**src/rtl/mips_pkg.sv**
```systemverilog
// MIPS control-flow encodings and shared types for the ID-stage branch controller.
package mips_pkg;

   localparam logic [5:0] OP_SPECIAL = 6'b000000;
   localparam logic [5:0] OP_REGIMM  = 6'b000001;
   localparam logic [5:0] OP_J       = 6'b000010;
   localparam logic [5:0] OP_JAL     = 6'b000011;
   localparam logic [5:0] OP_BEQ     = 6'b000100;
   localparam logic [5:0] OP_BNE     = 6'b000101;
   localparam logic [5:0] OP_BLEZ    = 6'b000110;
   localparam logic [5:0] OP_BGTZ    = 6'b000111;

   localparam logic [5:0] FN_JR      = 6'b001000;
   localparam logic [5:0] FN_JALR    = 6'b001001;

   localparam logic [4:0] RT_BLTZ    = 5'b00000;
   localparam logic [4:0] RT_BGEZ    = 5'b00001;
   localparam logic [4:0] RT_BLTZAL  = 5'b10000;
   localparam logic [4:0] RT_BGEZAL  = 5'b10001;

   typedef enum logic [1:0] {IDLE, WAIT, REDIR} state_e;

   typedef enum logic [1:0] {CF_NONE, CF_BRANCH, CF_JUMP_ABS, CF_JUMP_REG} cf_kind_e;

   // PC-relative target: delay-slot PC plus the word-scaled, sign-extended offset.
   function automatic logic [31:0] branch_target(input logic [31:0] pc, input logic [15:0] imm);
      logic [31:0] offs;
      offs = {{14{imm[15]}}, imm, 2'b00};
      return pc + 32'd4 + offs;
   endfunction

endpackage

```
**src/rtl/branch_ctrl_if.sv**
```systemverilog
// ID-stage <-> branch controller signal bundle; the pipeline side is master.
interface branch_ctrl_if #(parameter int CNT_W = 16);
   logic             id_valid;
   logic [31:0]      id_instr;
   logic [31:0]      id_pc;
   logic             ops_hazard;
   logic             taken;
   logic [31:0]      jr_target;
   logic             jump;
   logic             stall_id;
   logic             redirect;
   logic [31:0]      redirect_pc;
   logic             flush_if;
   logic             link_we;
   logic             stall_timeout;
   logic [CNT_W-1:0] br_count;
   logic [CNT_W-1:0] tk_count;

   modport master (
      output id_valid, id_instr, id_pc, ops_hazard, taken, jr_target,
      input  jump, stall_id, redirect, redirect_pc, flush_if, link_we,
             stall_timeout, br_count, tk_count
   );

   modport slave (
      input  id_valid, id_instr, id_pc, ops_hazard, taken, jr_target,
      output jump, stall_id, redirect, redirect_pc, flush_if, link_we,
             stall_timeout, br_count, tk_count
   );
endinterface

```
**src/rtl/br_target_gen.sv**
```systemverilog
// Combinational control-flow decode, link classification and target computation.
module br_target_gen
   import mips_pkg::*;
(
   input  logic [31:0] instr_i,
   input  logic [31:0] pc_i,
   input  logic [31:0] jr_target_i,
   output logic        cf_o,
   output logic        jump_o,
   output logic        link_o,
   output logic [31:0] target_o
);

   logic [5:0]  op;
   logic [4:0]  rt;
   logic [5:0]  funct;
   logic [31:0] pc_plus4;
   cf_kind_e    kind;

   assign op       = instr_i[31:26];
   assign rt       = instr_i[20:16];
   assign funct    = instr_i[5:0];
   assign pc_plus4 = pc_i + 32'd4;

   always_comb begin
      kind   = CF_NONE;
      link_o = 1'b0;
      case (op)
         OP_REGIMM: begin
            if (rt == RT_BLTZ || rt == RT_BGEZ) begin
               kind = CF_BRANCH;
            end else if (rt == RT_BLTZAL || rt == RT_BGEZAL) begin
               kind   = CF_BRANCH;
               link_o = 1'b1;
            end
         end
         OP_BEQ, OP_BNE, OP_BLEZ, OP_BGTZ: kind = CF_BRANCH;
         OP_J:   kind = CF_JUMP_ABS;
         OP_JAL: begin
            kind   = CF_JUMP_ABS;
            link_o = 1'b1;
         end
         OP_SPECIAL: begin
            if (funct == FN_JR) begin
               kind = CF_JUMP_REG;
            end else if (funct == FN_JALR) begin
               kind   = CF_JUMP_REG;
               link_o = 1'b1;
            end
         end
         default: kind = CF_NONE;
      endcase
   end

   always_comb begin
      target_o = 32'd0;
      case (kind)
         CF_BRANCH:   target_o = branch_target(pc_i, instr_i[15:0]);
         CF_JUMP_ABS: target_o = {pc_plus4[31:28], instr_i[25:0], 2'b00};
         CF_JUMP_REG: target_o = jr_target_i;
         default:     target_o = 32'd0;
      endcase
   end

   assign cf_o   = (kind != CF_NONE);
   assign jump_o = (kind == CF_JUMP_ABS) || (kind == CF_JUMP_REG);

endmodule

```
**src/rtl/branch_ctrl.sv**
```systemverilog
// ID-stage branch/jump sequencer: operand-wait stall, registered redirect pulse,
// and saturating resolution statistics.
module branch_ctrl
   import mips_pkg::*;
#(
   parameter int DELAY_SLOT = 1,
   parameter int MAX_STALL  = 4,
   parameter int CNT_W      = 16
) (
   input logic          clk,
   input logic          reset,
   branch_ctrl_if.slave bus
);

   localparam int            SW        = $clog2(MAX_STALL + 1);
   localparam logic [SW-1:0] STALL_MAX = SW'(MAX_STALL);

   state_e           state_q, state_d;
   logic [SW-1:0]    cnt_q, cnt_d;
   logic             redirect_q, redirect_d;
   logic [31:0]      rpc_q, rpc_d;
   logic             flush_q, flush_d;
   logic             link_q, link_d;
   logic             tmo_q, tmo_d;
   logic [CNT_W-1:0] br_q, br_d;
   logic [CNT_W-1:0] tk_q, tk_d;

   logic        cf, is_jump, is_link, eff_taken;
   logic        resolve, stall;
   logic [31:0] target;

   function automatic logic [CNT_W-1:0] sat_inc(input logic [CNT_W-1:0] v);
      return (&v) ? v : v + CNT_W'(1);
   endfunction

   br_target_gen u_tgt (
      .instr_i     (bus.id_instr),
      .pc_i        (bus.id_pc),
      .jr_target_i (bus.jr_target),
      .cf_o        (cf),
      .jump_o      (is_jump),
      .link_o      (is_link),
      .target_o    (target)
   );

   // Unconditional jumps are taken regardless of what the compare unit reports.
   assign eff_taken = bus.taken | is_jump;

   always_comb begin
      state_d    = state_q;
      cnt_d      = cnt_q;
      redirect_d = 1'b0;
      rpc_d      = 32'd0;
      flush_d    = 1'b0;
      link_d     = 1'b0;
      tmo_d      = tmo_q;
      br_d       = br_q;
      tk_d       = tk_q;
      resolve    = 1'b0;
      stall      = 1'b0;

      case (state_q)
         IDLE: begin
            if (bus.id_valid && cf) begin
               if (bus.ops_hazard) begin
                  stall   = 1'b1;
                  cnt_d   = SW'(1);
                  state_d = WAIT;
               end else begin
                  resolve = 1'b1;
                  state_d = REDIR;
               end
            end
         end
         WAIT: begin
            if (!bus.id_valid) begin
               cnt_d   = '0;
               state_d = IDLE;
            end else if (!bus.ops_hazard) begin
               resolve = 1'b1;
               cnt_d   = '0;
               state_d = REDIR;
            end else begin
               stall = 1'b1;
               if (cnt_q != STALL_MAX) cnt_d = cnt_q + SW'(1);
            end
         end
         // The delay-slot instruction sits in ID here and is deliberately ignored.
         REDIR:   state_d = IDLE;
         default: state_d = IDLE;
      endcase

      if (stall && cnt_d == STALL_MAX) tmo_d = 1'b1;

      if (resolve) begin
         br_d = sat_inc(br_q);
         if (eff_taken) begin
            tk_d       = sat_inc(tk_q);
            redirect_d = 1'b1;
            rpc_d      = target;
            flush_d    = (DELAY_SLOT == 0);
            link_d     = is_link;
         end
      end
   end

   always_ff @(posedge clk or posedge reset) begin
      if (reset) begin
         state_q    <= IDLE;
         cnt_q      <= '0;
         redirect_q <= 1'b0;
         rpc_q      <= 32'd0;
         flush_q    <= 1'b0;
         link_q     <= 1'b0;
         tmo_q      <= 1'b0;
         br_q       <= '0;
         tk_q       <= '0;
      end else begin
         state_q    <= state_d;
         cnt_q      <= cnt_d;
         redirect_q <= redirect_d;
         rpc_q      <= rpc_d;
         flush_q    <= flush_d;
         link_q     <= link_d;
         tmo_q      <= tmo_d;
         br_q       <= br_d;
         tk_q       <= tk_d;
      end
   end

   assign bus.jump          = is_jump;
   assign bus.stall_id      = stall;
   assign bus.redirect      = redirect_q;
   assign bus.redirect_pc   = rpc_q;
   assign bus.flush_if      = flush_q;
   assign bus.link_we       = link_q;
   assign bus.stall_timeout = tmo_q;
   assign bus.br_count      = br_q;
   assign bus.tk_count      = tk_q;

endmodule

```
**src/flat_wrapper.sv**
```systemverilog
// flat-port wrapper written by rule: the top's interface ports become plain ports
module branch_ctrl_flat import mips_pkg::*;
#(
   parameter int DELAY_SLOT = 1,
   parameter int MAX_STALL  = 4,
   parameter int CNT_W      = 16
)
  (clk, reset, bus_id_valid, bus_id_instr, bus_id_pc, bus_ops_hazard, bus_taken, bus_jr_target, bus_jump, bus_stall_id, bus_redirect, bus_redirect_pc, bus_flush_if, bus_link_we, bus_stall_timeout, bus_br_count, bus_tk_count);
  branch_ctrl_if #(.CNT_W(CNT_W)) bus_i ();
  input logic clk;
  input logic reset;
  input wire logic [$bits(bus_i.id_valid)-1:0] bus_id_valid;
  input wire logic [$bits(bus_i.id_instr)-1:0] bus_id_instr;
  input wire logic [$bits(bus_i.id_pc)-1:0] bus_id_pc;
  input wire logic [$bits(bus_i.ops_hazard)-1:0] bus_ops_hazard;
  input wire logic [$bits(bus_i.taken)-1:0] bus_taken;
  input wire logic [$bits(bus_i.jr_target)-1:0] bus_jr_target;
  output wire logic [$bits(bus_i.jump)-1:0] bus_jump;
  output wire logic [$bits(bus_i.stall_id)-1:0] bus_stall_id;
  output wire logic [$bits(bus_i.redirect)-1:0] bus_redirect;
  output wire logic [$bits(bus_i.redirect_pc)-1:0] bus_redirect_pc;
  output wire logic [$bits(bus_i.flush_if)-1:0] bus_flush_if;
  output wire logic [$bits(bus_i.link_we)-1:0] bus_link_we;
  output wire logic [$bits(bus_i.stall_timeout)-1:0] bus_stall_timeout;
  output wire logic [$bits(bus_i.br_count)-1:0] bus_br_count;
  output wire logic [$bits(bus_i.tk_count)-1:0] bus_tk_count;
  assign bus_i.id_valid = bus_id_valid;
  assign bus_i.id_instr = bus_id_instr;
  assign bus_i.id_pc = bus_id_pc;
  assign bus_i.ops_hazard = bus_ops_hazard;
  assign bus_i.taken = bus_taken;
  assign bus_i.jr_target = bus_jr_target;
  assign bus_jump = bus_i.jump;
  assign bus_stall_id = bus_i.stall_id;
  assign bus_redirect = bus_i.redirect;
  assign bus_redirect_pc = bus_i.redirect_pc;
  assign bus_flush_if = bus_i.flush_if;
  assign bus_link_we = bus_i.link_we;
  assign bus_stall_timeout = bus_i.stall_timeout;
  assign bus_br_count = bus_i.br_count;
  assign bus_tk_count = bus_i.tk_count;
  branch_ctrl #(.DELAY_SLOT(DELAY_SLOT), .MAX_STALL(MAX_STALL), .CNT_W(CNT_W)) u_core (.clk(clk), .reset(reset), .bus(bus_i));
endmodule
```
**config.mk**
```make
export PLATFORM = sky130hd
export DESIGN_NAME = branch_ctrl_flat
export DESIGN_NICKNAME = d
export VERILOG_FILES = /design/src/rtl/mips_pkg.sv /design/src/rtl/branch_ctrl_if.sv /design/src/rtl/br_target_gen.sv /design/src/rtl/branch_ctrl.sv /design/src/flat_wrapper.sv
export SDC_FILE = /design/constraint.sdc
export NUM_CORES = 1
export LEC_CHECK = 0
export CAP_MARGIN = 20
export CORE_UTILIZATION = 35
export DETAILED_ROUTE_END_ITERATION = 10
export DONT_BUFFER_PORTS = 1
export SKIP_LAST_GASP = 1
export SLEW_MARGIN = 20
export SYNTH_ARGS = -nofsm -noshare
export SYNTH_HDL_FRONTEND = slang
export SYNTH_SLANG_ARGS = --single-unit
```
**constraint.sdc**
```tcl
create_clock -name clk -period 2.1 [get_ports clk]
set_input_delay 0.105 -clock clk [delete_from_list [all_inputs] [get_ports clk]]
set_output_delay 0.105 -clock clk [all_outputs]
set_load 0.05 [all_outputs]
```
* Yosys cells after proc, flatten, opt, wreduce, memory -nomap -nowiden
Cells that the tools add are included.
W data, S select, Z words.
** Word-level totals
- Word-level logic and storage cells :: 88
- Input bits :: 101
- Bits in registers :: 72
- Output and inout bits :: 70
** Operators by class
- Equality and inequality tests :: 20
- Reductions and logical operators :: 16
- $add $sub $neg :: 5
- Multiplexer cells :: 36
- Bitwise operators :: 3
** Operator list (number)
- $pmux W32 S3 :: 1
- $mux W32 :: 2
- $add A16 B1 Y16 const B :: 2
- $add A32 B3 Y32 const B :: 1
- $add A32 B32 Y32 :: 1
- $reduce_and A16 Y1 :: 2
- $eq A6 B3 Y1 const B :: 4
- $mux W1 :: 16
- $mux W3 :: 5
- $eq A6 B2 Y1 const B :: 2
- $eq A6 B4 Y1 const B :: 2
- $mux W2 :: 6
- $eq A5 B5 Y1 const B :: 2
- $pmux W2 S4 :: 1
- $eq A6 B1 Y1 const B :: 1
- $logic_not A6 Y1 :: 1
- $ne A3 B3 Y1 const B :: 2
- $pmux W3 S2 :: 1
- $eq A5 B1 Y1 const B :: 1
- $logic_not A5 Y1 :: 1
- $eq A2 B1 Y1 const B :: 2
- $eq A2 B2 Y1 const B :: 2
- $pmux W1 S2 :: 2
- $pmux W2 S2 :: 1
- 14 further kinds :: 19

* Depth between registers and ports, before layout
- Word-level depth :: 11
- Depth in mapped cells :: 16
- Mapped depth without buffers :: 15

* By module
Synthesis repeated with hierarchy kept, for this count alone.
** Second synthesis, totals
- Cell total of the unflattened synthesis :: 643
- Area, all modules :: 5640.4 µm²
** By module, submodules not included
- branch_ctrl :: instances 1, area an instance 2887.8 µm², cells an instance 241, seq. area each 1801.7 µm²
- br_target_gen :: instances 1, area an instance 2752.6 µm², cells an instance 402, seq. area each 0.0 µm²

* Worst setup path before layout
No wires, ideal clock.
- Kind :: input port to flip-flop
- From :: input port bus_id_pc[5]
- To :: register u_core.rpc_q[29], in the netlist u_core.bus.redirect_pc[29]
- Path buffers :: 1
- Stages on the path :: 16
- Required time :: 1.965 ns
- Slack :: -0.883 ns
- Arrival :: 2.848 ns
- Library setup time :: 0.135 ns
- Cell sequence :: and4_1 -> nand2_1 -> nor2_1 -> nand3_1 -> nor2_1 -> xor2_1 -> ha_1 -> clkbuf_1 -> a21o_1 -> or4_1 -> a21oi_1 -> nor3_1 -> nor4_1 -> o31ai_1 -> xnor2_1 -> o22ai_1
** On the way
- Longest elaborated chain between the ends :: 5
** Ends and longest elaborated chain
- start, declared :: RTL line flat_wrapper.sv:14 : input wire logic [$bits(bus_i.id_pc)-1:0] bus_id_pc;
- $add A32 B3 Y32 (*) :: RTL line mips_pkg.sv:29, br_target_gen.sv:23
- $add A32 B32 Y32 :: RTL line mips_pkg.sv:29 : return pc + 32'd4 + offs;
- $pmux W32 S3 (*) :: RTL line br_target_gen.sv:57 : case (kind)
- $mux W32 (*) :: RTL line branch_ctrl.sv:97 : if (eff_taken) begin
- $mux W32 (*) :: RTL line branch_ctrl.sv:95 : if (resolve) begin
- net u_core.rpc_d[29] :: RTL line branch_ctrl.sv:21 : logic [31:0] rpc_q, rpc_d;
- end signal, assigned :: RTL line branch_ctrl.sv:122 : rpc_q <= rpc_d;
- end, declared :: RTL line branch_ctrl.sv:21
Mark *: on every way through the listed nets, which the timed path passes. The rest lies on a longest branch.
A chain may end at the register's enable or synchronous reset.

* Final worst setup path
- From :: input port bus_id_pc[5]
- To :: register u_core.rpc_q[25], in the netlist u_core.bus.redirect_pc[25]
** On the way
- Longest elaborated chain between the ends :: 5
** Ends and longest elaborated chain (RTL line)
- $add A32 B3 Y32 :: mips_pkg.sv:29
- $add A32 B32 Y32 :: mips_pkg.sv:29
- $pmux W32 S3 :: br_target_gen.sv:57
- $mux W32 :: branch_ctrl.sv:97
- $mux W32 :: branch_ctrl.sv:95
- net u_core.rpc_d[25] :: branch_ctrl.sv:21
The timed path passes the listed nets, and every way through them passes these cells.

==> qor.csv <==
stage,metric,value,unit
status,status,"finished, violations left",
status,violations,setup timing,
setup_path,r2r_end,u_core.bus.tk_count[7],
drt,vias,5816,
drt,via_per_inst,5.51,
sta,setup_violations,22,
sta,rsz0062_at_grt,yes,
die,die-area,0.0163,mm^2
drt,antenna_left,0,
placement,port_buffers,0,
cells_and_area,nFillCells,1360,
clocking,root_buffer,clkbuf_16,
clocking,htree_levels,3,
sta,max_freq,390,MHz
setup_path,ff2ff_setup_slack,0,ns
sta,tns,-6.47,ns
synth,async_reset_ff_share,100,%
setup_path,start_kind,input port,
placement,gp_congestion,0.905,
die,io_pins,171,
global_routing,grt-ovfl-total,0,
global_routing,grt_pass1_vias,5915,
synth,syn-instance-count,629,
synth,ys.flop_type,dfrtp_1,
clocking,cts_inserted_buffers,9,
sta,finalHoldViolations,0,
hold_path,min_path_type,in -> reg,
placement,place_inst,971,
setup_path,end_kind,flop,
synth,ys_types,64,
setup_path,crit_arrival,2.83,ns
cells_and_area,drive_gt1_share,38.5,%
hold_path,min_to,u_core.bus.redirect_pc[6],
die,rows,45,
drt,totalWireLength,19700,um
hold_path,hold_depth,2,
cells_and_area,multi_input_area,0.00413,mm^2
cells_and_area,instances_no_fill,1055,
cells_and_area,areaGrowthSynthToFinish,53.9,%
synth,yosysWarnings,0,
hold_path,hold_start,bus_id_instr[4],
clocking,cts_buffer_depth,2,
setup_path,rr_startpoint,u_core.bus.tk_count[4],
pwr,peakVddDrop,0.000386,V
synth,ys_seq_elements,72,
drt,drc_errors,0,
die,die_y,128,um
drt,dr.pass1.iters,8,
die,die_w,128,um
die,initial_core_util,36.1,%
clocking,cts_tree,yes,
placement,dp.final_hpwl,14500,um
global_routing,grt_usage,23.8,%
sta,min_period,2.57,ns
sta,tightest_slew,0.525,ns
setup_path,worstPathRequired,2.37,ns
synth,synth_edf_count,0,
cells_and_area,regArea,0.00181,mm^2
clocking,cts.reportedPaths.clkPinSlew,0.06,ns
sta,holdWs,0.000377,ns
setup_path,reg2reg_depth,9,
global_routing,grt_max_degree,61,
synth,synth.avg_cell_area,8.78,um^2
clocking,cts_sinks,72,
job,maxCapViolCount,0,
sta,fin_skew,0.0130,ns
sta,relSlewSlack,65.0,%
clocking,clock_latency,0.35,ns
pwr,p_per_area,593,mW/mm^2
cells_and_area,diodes,0,
drt,wire_per_inst,18.6,um
die,coreArea,0.0153,mm^2
sta,worst_slack,-0.465,ns
global_routing,grt_pass1_wl,29900,um
drt,drt_iter0_drc,447,
synth,syn_nets,770,
pwr,leakagePower,3.75,nW
sta,finalCritPeriodShare,122,%
global_routing,antenna_found_initial,0,
setup_path,critPathKind,in -> reg,
synth,synth.yosys.seq_area_share,32.6,%
sta,slew_viol_final,0,
pwr,finalPower,5.04,mW
cells_and_area,final_nets,980,
synth,syn_area,0.00552,mm^2
setup_path,cp_max_fo,4,
cells_and_area,final_util,55.5,%
[worst max-delay path by stage]
stage | start | to | slack, ns | cells after the start
CTS | bus_id_pc[6] | u_core.bus.redirect_pc[30] | -0.40 | 14
detailed placement | bus_id_pc[6] | u_core.bus.redirect_pc[29] | -0.85 | 15
global route | bus_id_pc[5] | u_core.bus.redirect_pc[25] | -0.60 | 16
global placement | bus_id_pc[6] | u_core.bus.redirect_pc[31] | -0.80 | 15
floorplan | bus_id_pc[6] | u_core.bus.redirect_pc[30] | -0.65 | 14
finish | bus_id_pc[5] | u_core.bus.redirect_pc[25] | -0.47 | 16
[cell families (layout without fill, tap and decap cells)]
| group | Yosys count | after routing | share of synthesized area, % |
|---|---|---|---|
| XOR/XNOR | 81 | 81 | 12.8 |
| adder cells (fa/ha/maj) | 40 | 40 | 9.20 |
| flip-flops | 72 | 72 | 32.6 |
| other | 1 | 1 | 0.0679 |
| multiplexers | 1 | 1 | 0.204 |
| AO/OA/AOI/OAI | 161 | 161 | 21.0 |
| AND/OR/NAND/NOR | 222 | 222 | 20.5 |
| buffers and inverters | 51 | 266 | 3.60 |
[repair_timing]
item                                    4_1_cts  5_1_grt
resized for setup                            48       62
pin swaps                                    50       59
hold endpoints to repair                     95        0
endpoints found under the setup margin       30       33
gates cloned                                  0        0
hold buffers                                 46        0
buffers inserted                             15       10
[cell usage in the layout (no fill, tap or decap), types with 7 or more instances in the layout]
cell type      synthesis  layout
buf_4                  2     171
dfrtp_1               72      64
nor2_1                61      53
xnor2_1               59      50
dlygate4sd3_1          0      45
nand2_1               50      41
ha_1                  39      29
inv_1                 26      24
a21oi_2                1      22
a222oi_1              22      22
xor2_1                22      21
nand4_1               19      19
nand3_1               29      19
a21oi_1               39      16
a21o_1                14      14
o21ai_1                1      11
a22oi_1               10      10
clkbuf_16              0       9
xnor2_2                0       8
nand2_2                0       8
dfrtp_2                0       8
and2_1                 7       7
nor3_1                11       7
nor2_2                 0       7
[through the flow]
stage	area (um^2)	setup slack (ns)
6_report	8500	-0.465
5_1_grt	8500	-0.599
2_1_floorplan	5670	-0.646
3_5_place_dp	7030	-0.854
4_1_cts	8160	-0.405
3_3_place_gp	7030	-0.796
[critical path: stages]
cell,delay (ns)
and4_4,0.25
and4b_2,0.33
nand3_4,0.10
buf_6,0.14
nor2_2,0.09
xnor2_1,0.08
ha_2,0.19
a21o_1,0.22
or4_4,0.43
a21oi_2,0.14
nor3_2,0.07
nor4_2,0.14
buf_4,0.17
nor3_1,0.04
nand3b_1,0.18
a21oi_2,0.15
[sequential cells by signal, summed over array words and instances, names as in the netlist]
signal,count
u_core.cnt_q,3
u_core.bus.redirect,1
u_core.state_q,2
u_core.bus.tk_count,16
u_core.bus.stall_timeout,1
u_core.bus.br_count,16
u_core.bus.link_we,1
u_core.bus.redirect_pc,32
[power breakdown]
| part | switching (mW) | internal [mW] | total, mW |
|---|---|---|---|
| registers | 0.0428 | 1.45 | 1.49 |
| clock network | 0.663 | 1.20 | 1.86 |
| logic | 0.904 | 0.779 | 1.68 |
| total | 1.61 | 3.43 | 5.04 |
[cell type report]
cell class | count | area share [%]
flip-flops and latches | 72 | 21.3
clock buffers | 10 | 2.81
repair buffers | 224 | 21.8
clock inverters | 6 | 1.32
inverters | 26 | 1.16
well taps | 211 | 3.11
multi-input cells | 506 | 48.5
[cell usage after synthesis, types with 14 or more instances]
cell type   n  area, um^2
dfrtp_1    72        1800
nor2_1     61         229
xnor2_1    59         517
nand2_1    50         188
a21oi_1    39         195
ha_1       39         488
nand3_1    29         145
inv_1      26        97.6
a222oi_1   22         220
xor2_1     22         193
clkbuf_1   21        78.8
o21ai_0    21         105
nand4_1    19         119
a21o_1     14         105
[per-layer routing]
| metal | track usage [%] | vias up | part of all wire [%] |
|---|---|---|---|
| met4 | 10.5 | 0 | 3.3 |
| met1 | 28.3 | 2795 | 41 |
| met2 | 40.0 | 248 | 48 |
| met5 | 0 | - | 0 |
| li1 | - | 2727 | - |
| met3 | 6.78 | 46 | 7.7 |
Power figures use the tool's default switching activity.
